File: config.mk
export PLATFORM = sky130hd
export DESIGN_NAME = sp_ram_fifo_ctrl
export DESIGN_NICKNAME = d
export VERILOG_FILES = /design/src/rtl/sp_ram_fifo_ctrl.sv
export SDC_FILE = /design/constraint.sdc
export NUM_CORES = 1
export LEC_CHECK = 0
export ABC_AREA = 1
export CAP_MARGIN = 10
export CORE_AREA = 2 2 77 79
export CTS_CLUSTER_DIAMETER = 120
export DETAILED_ROUTE_END_ITERATION = 10
export DIE_AREA = 0 0 79 81
export PLACE_DENSITY = 0.74
export SLEW_MARGIN = 20
export SYNTH_ARGS = -nofsm -noshare
export SYNTH_HDL_FRONTEND = slang
export SYNTH_SLANG_ARGS = --single-unit
File: constraint.sdc
create_clock -name clk -period 2.5 [get_ports clk]
set_input_delay 0.5 -clock clk [delete_from_list [all_inputs] [get_ports clk]]
set_output_delay 0.5 -clock clk [all_outputs]
set_load 0.005 [all_outputs]
File: src/rtl/sp_ram_fifo_ctrl.sv
// FIFO controller owning the single port of single_port_ram: arbitrates write/read
// on that port and stages the RAM's registered q into a 2-entry output queue.
module sp_ram_fifo_ctrl #(
  parameter int DATA_WIDTH = 8,
  parameter int ADDR_WIDTH = 6
) (
  input  logic                  clk,
  input  logic                  rst_n,
  input  logic                  in_valid,
  input  logic [DATA_WIDTH-1:0] in_data,
  output logic                  in_ready,
  output logic                  out_valid,
  output logic [DATA_WIDTH-1:0] out_data,
  input  logic                  out_ready,
  output logic [ADDR_WIDTH+1:0] count,
  output logic                  full,
  output logic                  empty,
  output logic [DATA_WIDTH-1:0] ram_data,
  output logic [ADDR_WIDTH-1:0] ram_addr,
  output logic                  ram_enable,
  input  logic [DATA_WIDTH-1:0] ram_q
);

  localparam int DEPTH = 2 ** ADDR_WIDTH;
  localparam logic [ADDR_WIDTH:0] MEM_FULL = (ADDR_WIDTH + 1)'(DEPTH);

  typedef enum logic {
    GRANT_WRITE,
    GRANT_READ
  } grant_t;

  logic [ADDR_WIDTH-1:0] r_wrPtr;
  logic [ADDR_WIDTH-1:0] r_rdPtr;
  logic [ADDR_WIDTH:0]   r_memCnt;
  logic                  r_rdPend;
  logic [1:0]            r_outOcc;
  grant_t                r_lastGrant;
  logic [DATA_WIDTH-1:0] r_head;
  logic [DATA_WIDTH-1:0] r_tail;

  logic       w_credit;
  logic       w_wantRd;
  logic       w_inReady;
  logic       w_wrG;
  logic       w_rdG;
  logic       w_pop;
  logic [2:0] w_occSum;

  // Read credit counts the in-flight word so the queue can never overflow;
  // a pop in the same cycle deliberately gives no credit.
  assign w_occSum  = {1'b0, r_outOcc} + {2'b00, r_rdPend};
  assign w_credit  = (w_occSum < 3'd2);
  assign w_wantRd  = (r_memCnt != '0) && w_credit;
  assign w_inReady = (r_memCnt != MEM_FULL) && !(w_wantRd && (r_lastGrant == GRANT_WRITE));
  assign w_wrG     = in_valid && w_inReady;
  assign w_rdG     = w_wantRd && !w_wrG;
  assign w_pop     = (r_outOcc != 2'd0) && out_ready;

  assign in_ready   = w_inReady;
  assign ram_data   = in_data;
  assign ram_enable = w_wrG;
  assign ram_addr   = w_wrG ? r_wrPtr : r_rdPtr;

  assign out_valid = (r_outOcc != 2'd0);
  assign out_data  = r_head;
  assign full      = (r_memCnt == MEM_FULL);
  assign count     = (ADDR_WIDTH + 2)'(r_memCnt) + (ADDR_WIDTH + 2)'(r_rdPend)
                   + (ADDR_WIDTH + 2)'(r_outOcc);
  assign empty     = (count == '0);

  always_ff @(posedge clk or negedge rst_n) begin
    if (!rst_n) begin
      r_wrPtr     <= '0;
      r_rdPtr     <= '0;
      r_memCnt    <= '0;
      r_rdPend    <= 1'b0;
      r_outOcc    <= 2'd0;
      r_lastGrant <= GRANT_READ;
      r_head      <= '0;
      r_tail      <= '0;
    end else begin
      if (w_wrG) begin
        r_wrPtr     <= r_wrPtr + 1'b1;
        r_memCnt    <= r_memCnt + 1'b1;
        r_lastGrant <= GRANT_WRITE;
      end else if (w_rdG) begin
        r_rdPtr     <= r_rdPtr + 1'b1;
        r_memCnt    <= r_memCnt - 1'b1;
        r_lastGrant <= GRANT_READ;
      end
      r_rdPend <= w_rdG;

      // Head always holds the oldest word; tail is only used at occupancy 2.
      case ({r_rdPend, w_pop})
        2'b10: begin
          if (r_outOcc == 2'd0) r_head <= ram_q;
          else                  r_tail <= ram_q;
          r_outOcc <= r_outOcc + 2'd1;
        end
        2'b01: begin
          r_head   <= r_tail;
          r_outOcc <= r_outOcc - 2'd1;
        end
        2'b11: begin
          if (r_outOcc == 2'd1) begin
            r_head <= ram_q;
          end else begin
            r_head <= r_tail;
            r_tail <= ram_q;
          end
        end
        default: ;
      endcase
    end
  end

endmodule

# Yosys cells after proc, flatten, opt, wreduce, memory -nomap -nowiden
# Cells that the tools add are included.
# totals
reg_bits	39
memories	0
output_inout_bits	35
latchBits	0
wordCells	60
mem_bits_rw	0
mem_bits_ro	0
in_bits	20
# op_classes
shift	0
order_cmp	1
bitwise_logic	2
muxes	12
reduce_logical	19
n_addsub	9
n_eq_ne	9
multipliers	0
div	0
# ops
op	n
$mux W8	4
$pmux W8 S3	1
$pmux W8 S2	1
$mux W7	2
$add A6 B1 Y6 const B	2
$add A7 B1 Y8	1
$add A8 B2 Y8	1
$logic_not A8 Y1	1
$reduce_bool A2 Y1	4
$add A7 B1 Y7 const B	1
$eq A7 B7 Y1 const B	1
$ne A7 B7 Y1 const B	1
$reduce_bool A7 Y1	1
$sub A7 B1 Y7 const B	1
$logic_and A1 B1 Y1	6
$mux W6	1
$ne A2 B2 Y1 const B	3
$eq A2 B1 Y1 const B	2
$eq A2 B2 Y1 const B	2
$pmux W2 S2	1
$reduce_and A2 Y1	2
$add A2 B1 Y3	1
$lt A3 B2 Y1 const B	1
$reduce_and A3 Y1	1
7 further kinds	10

# Logic depth before layout (Yosys ltp)
# Gate-level depths: netlist of the first run.
# depth
depth_word	11
ltp_mapped	18
depth_no_buf	16

# Least setup slack after synthesis of the first run
# OpenSTA, ideal clock, no wires.
# synth_timing
path_kind	register to output
from	reg r_memCnt[0]
to	out empty
required_ns	2.000
t_arrival_ns	1.998
n_path_buf	0
path_stages_with_launch	10
setup_slack_ns	0.002
cell_sequence	dfrtp_1 inv_1 fa_1 fa_1 nor2_1 nand3_1 xor2_1 inv_1 nand2_1 nor2_1
# synth_between
elab_chain_len	3
# synth_rtl
item	line_no	source
from (decl)	34	logic [ADDR_WIDTH:0] r_memCnt;
from (signal assigned)	84	r_memCnt <= r_memCnt + 1'b1;
from (signal assigned)	88	r_memCnt <= r_memCnt - 1'b1;
$add A7 B1 Y8	67	assign count = (ADDR_WIDTH + 2)'(r_memCnt) + (ADDR_WIDTH + 2)'(r_rdPend)
$add A8 B2 Y8	68	+ (ADDR_WIDTH + 2)'(r_outOcc);
via count[6]	15	output logic [ADDR_WIDTH+1:0] count,
$logic_not A8 Y1	69	assign empty = (count == '0);
to (decl)	17	output logic empty,
# The timed path passes the listed nets, and every way through them passes these cells.

# Worst setup path in the final report of the first run
# layout_timing
from	reg r_memCnt[0]
to	out empty
# layout_between
elab_chain_len	3
# layout_rtl
item	line_no
$add A7 B1 Y8	67
$add A8 B2 Y8	68
$logic_not A8 Y1	69
# No other way between the ends.

==> out/metrics.cfg, run 1 <==
[run_status]
status=complete, but fails checks
violations=negative setup slack

[logic_synthesis]
synth.most_common_cell=nand2_1
synth_nets=337
synth_area_leaders=dfrtp_1 (39%), nand2_1 (10%), ha_1 (6.7%)
avgSynthCellArea_um2=8.106
yosysTopAreaCell=dfrtp_1
netlist_area_um2=2440
synth.distinct_cells=31
netlist_instances=301
synth_seq_cells=39
synth_warnings=0
synth_top_area_frac=0.3897
ys_seq_area_frac=0.4005
yosys_most_used_dff=dfrtp_1
synthTopCellsByCount=nand2_1 (65), inv_1 (40), dfrtp_1 (38)
synth-edff-count=0
async_flop_share=1.000

[grt]
grt_pass1_wl_um=9515
grt_pass1_vias=2146
grt_overflow_total=0
track_usage=0.1879
grt_max_degree=40
antenna_found_initial=0

[floorplan]
num_rows=28
die_height_um=81
start_util=0.4299
fp.dieW_um=79
dieArea_um2=6399
core_area_um2=5675
ios=55

[drt]
drc=0
routed_wl_um=6002
drtAntennaViolNets=0
viasPerCell=4.853
initialDrtViolationCount=40
wl_per_cell_um=12.99
vias=2242
dr.pass1.iters=4

[power]
total_leakage_power_nw=1.732
p_sw_w=0.002291
p_per_area_nw_per_um2=1555
swShare=0.4178
ir_drop_mv=0.7923
internal_power_w=0.003193
comb_power_share=0.682
pwr-share-seq=0.217
pwr-share-clk=0.101

[hold_path]
min-delay-path-class=input port to asynchronous set/reset pin

[finish]
stdcell_count=462
layout.nets=422
num-fill-cells=468
final_core_util=0.6215
area_growth_pct=44.56
finalInstanceArea_um2=3527
layout-drive-gt1-share=0.3075
antenna_cells=0

[setup_path]
end_kind=output pin
cp-start-kind=flip-flop
slowest_delay_ps=390
crit_path_frequent_cell=fa_2
cp.required_ps=2000
reg2reg_to=r_memCnt[5]$_DFFE_PN0P_
crit_arrival_ps=2390
cp_cell_sequence=inv_2, fa_2, fa_2, nor2_4, buf_6, nand3_4, xor2_2, inv_1, nand2_1, nor2_2, buf_2
reg2regPathDepth=16
r2r-start=r_memCnt[0]$_DFFE_PN0P_
path_buf_inv=4
r2r_slack_ps=130
cp_top_family=adder cells
critical_path.max_fanout=2
crit_type=flip-flop to output pin
critical_path.slowest_cell=fa_2

[place]
gp_congestion=0.8260
port_buffers=38
place_area_um2=3060
dp.cells=434
dp_hpwl_um=3782

[sta]
finalWorstSetupSlack_ps=-390.1
finalClockSkew_ps=4.676
relSlewSlack=0.4134
drv_slew=0
hold_violations=0
fin_crit_sh=1.156
min_period_ps=2890
rsz0062_at_grt=true
max_clock_freq_mhz=346.0
finalSetupViolCount=7
worst_slew_pin_slew_ps=880.0

[job]
drv_cap=0

[clocking]
tritoncts=done
h-tree-depth=2
cts_buffer_depth=2
cts_root_buf=clkbuf_8
clkSlewWorstSetupHoldPaths_ps=90
worstSkewPairLatency_ps=300
cts_buffers=5
cts_hold_buf=0
cts.sinks=39

## layer usage
metal / global-route usage / wire (um)
met1: 0.2178 / 2451
met4: 0.08448 / 174
met2: 0.3398 / 3120
met5: 0 / 0
met3: 0.03333 / 256
## cell type report
class                   count  area (um2)  share of cell area
inverters                  45       168.9             0.04789
flip-flops and latches     39       977.2              0.2770
clock inverters             3       47.55             0.01348
well taps                  75       93.84             0.02661
multi-input cells         204        1380              0.3913
repair buffers             91       790.8              0.2242
clock buffers               5       68.82             0.01951
## flip-flops by register name, summed over array words and instances (netlist names)
register	flops
r_rdPend	1
r_wrPtr	6
out_data	8
r_rdPtr	6
r_outOcc	2
r_lastGrant	1
r_tail	8
r_memCnt	7
## cell families (layout without fill, tap and decap cells)
| logic type | after synthesis | after routing | share of synthesized area |
|---|---|---|---|
| buffers and inverters | 59 | 144 | 0.1118 |
| XOR/XNOR | 19 | 19 | 0.06821 |
| adder cells (fa/ha/maj) | 16 | 16 | 0.09128 |
| AO/OA/AOI/OAI | 52 | 52 | 0.1205 |
| AND/OR/NAND/NOR | 116 | 117 | 0.2077 |
| flip-flops | 39 | 39 | 0.4005 |
## layout by cell type (no fill, tap or decap), types with 2 or more instances in the layout
| cell | n |
|---|---|
| buf_4 | 47 |
| nand2_4 | 2 |
| clkbuf_2 | 6 |
| buf_12 | 2 |
| nor2_4 | 3 |
| ha_4 | 4 |
| a31oi_1 | 9 |
| nand4_1 | 6 |
| dfrtp_1 | 38 |
| ha_1 | 9 |
| inv_2 | 9 |
| buf_6 | 6 |
| inv_1 | 36 |
| a21oi_2 | 2 |
| a21oi_1 | 5 |
| xor2_1 | 9 |
| o21ai_0 | 15 |
| nand2_1 | 63 |
| nor2_1 | 19 |
| o21ai_1 | 16 |
| xnor2_1 | 7 |
| xor2_2 | 2 |
| or2_2 | 8 |
| buf_2 | 2 |
| dlygate4sd2_1 | 4 |
| clkdlybuf4s50_1 | 23 |
| fa_2 | 3 |
| nand3_4 | 4 |
| nand3_1 | 6 |
| nor2_2 | 3 |
| clkbuf_8 | 5 |
## power by group through the flow
stage	Clock, W	Sequential (W)	Combinational (W)
3_5_place_dp	0	0.00119	0.00312
4_1_cts	0.000567	0.00118	0.00349
3_3_place_gp	0	0.00118	0.00305
2_1_floorplan	0	0.00120	0.00176
6_report	0.000554	0.00119	0.00374
5_1_grt	0.000591	0.00124	0.00416
## what timing repair did
item                       CTS  global route
setup endpoints to repair   24            18
cloned                       1             1
resized for setup           63            20
setup buffers               12             9
pin swaps                   13            14
## worst max path at each step
stage | slack, ps | start | end | cells past startpoint
2_1_floorplan | 2 | r_memCnt[0]$_DFFE_PN0P_ | empty | 9
3_3_place_gp | -370 | r_memCnt[0]$_DFFE_PN0P_ | empty | 10
3_5_place_dp | -420 | r_memCnt[0]$_DFFE_PN0P_ | empty | 10
4_1_cts | -370 | r_outOcc[0]$_DFFE_PN0P_ | empty | 11
5_1_grt | -500 | r_memCnt[0]$_DFFE_PN0P_ | empty | 11
6_report | -390 | r_memCnt[0]$_DFFE_PN0P_ | empty | 11
## per-stage QoR
step	setup TNS [ps]	power, W	hold WS [ps]	setup WS [ps]
3_5_place_dp	-2459	0.004310	475.9	-422.6
6_report	-824.6	0.005484	310.4	-390.1
5_1_grt	-1635	0.005993	369.3	-497.6
3_3_place_gp	-1744	0.004223	463.5	-374.1
2_1_floorplan	0	0.002961	204.4	2.013
4_1_cts	-792.6	0.005241	346.3	-367.1
(Power assumes the default switching activity.)
==> run 2, diff against run 1 <==
Settings changed: ABC_AREA 1 to default, CORE_AREA 2 2 77 79 to 2 2 75 77, DIE_AREA 0 0 79 81 to 0 0 77 79.
==> run 2 against run 1 <==
  * The run still ends with negative setup slack left
  * Total power grew 16%
  * Die area shrank 4.9%
  * Clock skew is essentially flat
  * Register-to-register slack lost 790 ps
  * Cell count shrank 18%
  * Flip-flop and latch count is the same
  * Combinational power grew 23%
  * Global-route usage grew 0.56 points
  * Final area grew 3.5%
  * Routed wire length shrank 0.23%
  * Critical path type is now flip-flop to flip-flop
  * Highest routed layer unchanged
==> out/metrics.cfg, run 2 <==
[sta]
finalWorstSetupSlack_ps=-659.7
relSlewSlack=0.5730
rsz0062_at_grt=true
max_clock_freq_mhz=316.5
hold_violations=0
worst_slew_pin_slew_ps=632.2
fin_setup_tns_ps=-7889
min_period_ps=3160
finalClockSkew_ps=5.082
finalSetupViolCount=20
drv_slew=0
fin_crit_sh=1.264

[finish]
stdcell_count=379
final_common_cell=buf_4
final_cell_mix=buf_4 (46), dfrtp_1 (37), buf_6 (27)
antenna_cells=0
finalInstanceArea_um2=3651
layout-drive-gt1-share=0.5147
multiInputGateArea_um2=1509
num-fill-cells=393
area_growth_pct=59.19
layout.nets=342
register_area_um2=978.4

[clocking]
cts_hold_buf=0
worstSkewPairLatency_ps=290
cts_root_buf=clkbuf_8
h-tree-depth=2
cts_buffer_depth=2
tritoncts=done
cts.sinks=39
clkSlewWorstSetupHoldPaths_ps=80
cts_buffers=5

[logic_synthesis]
async_flop_share=1.000
yosys_most_used_dff=dfrtp_1
ys_seq_area_frac=0.4261
synthTopCellsByCount=dfrtp_1 (38), mux2_2 (19), nand2_1 (18), xnor2_1 (18), inv_1 (14)
avgSynthCellArea_um2=11.03
synth_top_area_frac=0.4146
netlist_area_um2=2293
synth_seq_cells=39
netlist_instances=208
synth_warnings=0
synth_area_leaders=dfrtp_1 (41%), mux2_2 (9.3%), ha_1 (7.1%)
synth-edff-count=0
synth_nets=244
synth.distinct_cells=39
synth.most_common_cell=dfrtp_1
yosysTopAreaCell=dfrtp_1

[grt]
grt_pass1_wl_um=9246
antenna_found_initial=0
grt_overflow_total=0
grt_max_degree=28
grt_pass1_vias=2002
track_usage=0.1935

[place]
dp.cells=345
dp_hpwl_um=3462
place_area_um2=3007
port_buffers=38
gp_congestion=0.7962

[floorplan]
core_area_um2=5338
dieArea_um2=6083
fp.dieW_um=77
die_height_um=79
num_rows=27
ios=55
start_util=0.4297

[setup_path]
r2r_slack_ps=-660
end_kind=flip-flop
crit_type=flip-flop to flip-flop
critical_path.max_fanout=6
cp.required_ps=2710
cp-start-kind=flip-flop
crit_arrival_ps=3370

[drt]
drtAntennaViolNets=0
routed_wl_um=5988
viasPerCell=5.058
vias=1917
dr.pass1.iters=4
wl_per_cell_um=15.80
initialDrtViolationCount=53
drc=0

[power]
total_leakage_power_nw=1.629
p_per_area_nw_per_um2=1741
ir_drop_mv=1.109

[hold_path]
min-delay-path-class=input port to asynchronous set/reset pin

[run_status]
status=complete, but fails checks
violations=negative setup slack

[job]
drv_cap=0

-- run 2: cell count changes in the layout (fill, tap and decap cells not counted), moves of 8 or more --
cell | before | now
mux2_2 | 0 | 9
nand2_1 | 63 | 18
inv_1 | 36 | 9
mux2_4 | 0 | 12
or2_2 | 8 | 0
xnor2_1 | 7 | 15
a31oi_1 | 9 | 0
a22oi_1 | 0 | 8
buf_6 | 6 | 27
o21ai_1 | 16 | 1
nor2_1 | 19 | 2
-- run 2: logic make-up after synthesis --
group | after synthesis | share of synthesized area
flops | 39 | 0.4261
buf+inv | 25 | 0.05783
fa+ha+maj | 16 | 0.09711
xor+xnor | 23 | 0.08783
mux | 22 | 0.1162
compound gates | 41 | 0.1233
simple gates | 42 | 0.09165
-- run 2: power breakdown --
part	internal (W)	leakage [nW]	switching, W
logic	0.00268	1.10	0.00193
clock network	0.000297	0.0581	0.000233
registers	0.000977	0.466	0.000240
-- run 2: path summary, 6_finish.rpt --
kind                                          from                 endpoint  depth (start not counted)
setup / recovery           r_memCnt[5]$_DFFE_PN0P_  r_memCnt[6]$_DFFE_PN0P_                         11
hold / removal                               rst_n  r_memCnt[4]$_DFFE_PN0P_                          1
setup reg to reg           r_memCnt[5]$_DFFE_PN0P_  r_memCnt[6]$_DFFE_PN0P_                         11
hold reg to reg             r_rdPtr[5]$_DFFE_PN0P_   r_rdPtr[5]$_DFFE_PN0P_                          1
max in group asynchronous                    rst_n  r_lastGrant$_DFFE_PN1P_                          2
min in group clk            r_rdPtr[5]$_DFFE_PN0P_   r_rdPtr[5]$_DFFE_PN0P_                          1
-- run 2: timing repair --
item | CTS | global route
pin swaps | 26 | 22
gates resized for setup | 120 | 41
setup buffers | 30 | 8
endpoints found under the setup margin | 23 | 42
-- run 2: critical path, cell delays in order (launching register included) --
cell        delay, ps
dfrtp_1           400
or4_4             580
or4b_4            510
o311a_4           160
buf_6             130
clkinvlp_4        150
ha_4              230
a211oi_2          190
o21bai_1          120
a21oi_2           200
mux2i_4           260
xnor2_1           150
-- run 2: metrics by stage --
stage,setup WS (ps),util,hold slack [ps],power [W]
after floorplan,-661.2,-,204.4,0.002999
after global placement,-467.6,0.5633,459.8,0.004381
after detailed placement,-599.5,0.5633,462.7,0.004460
after CTS,-654.6,0.6503,238.4,0.005714
after global routing,-730.3,0.6840,262.0,0.006799
final,-659.7,0.6840,225.1,0.006357
-- run 2: area by class of cell --
type,instances,area share
Clock inverter,3,0.01199
Sequential cell,39,0.2680
Clock buffer,5,0.01885
Tap cell,72,0.02467
Multi-Input combinational cell,144,0.4133
Inverter,14,0.01542
Timing Repair Buffer,102,0.2478
-- run 2: routing by layer --
layer,GRT usage,vias up,part of all wire
li1,-,924,-
met1,0.2129,933,0.40
met4,0.09107,0,0.029
met3,0.03750,19,0.038
met2,0.3596,41,0.53
met5,0,-,0
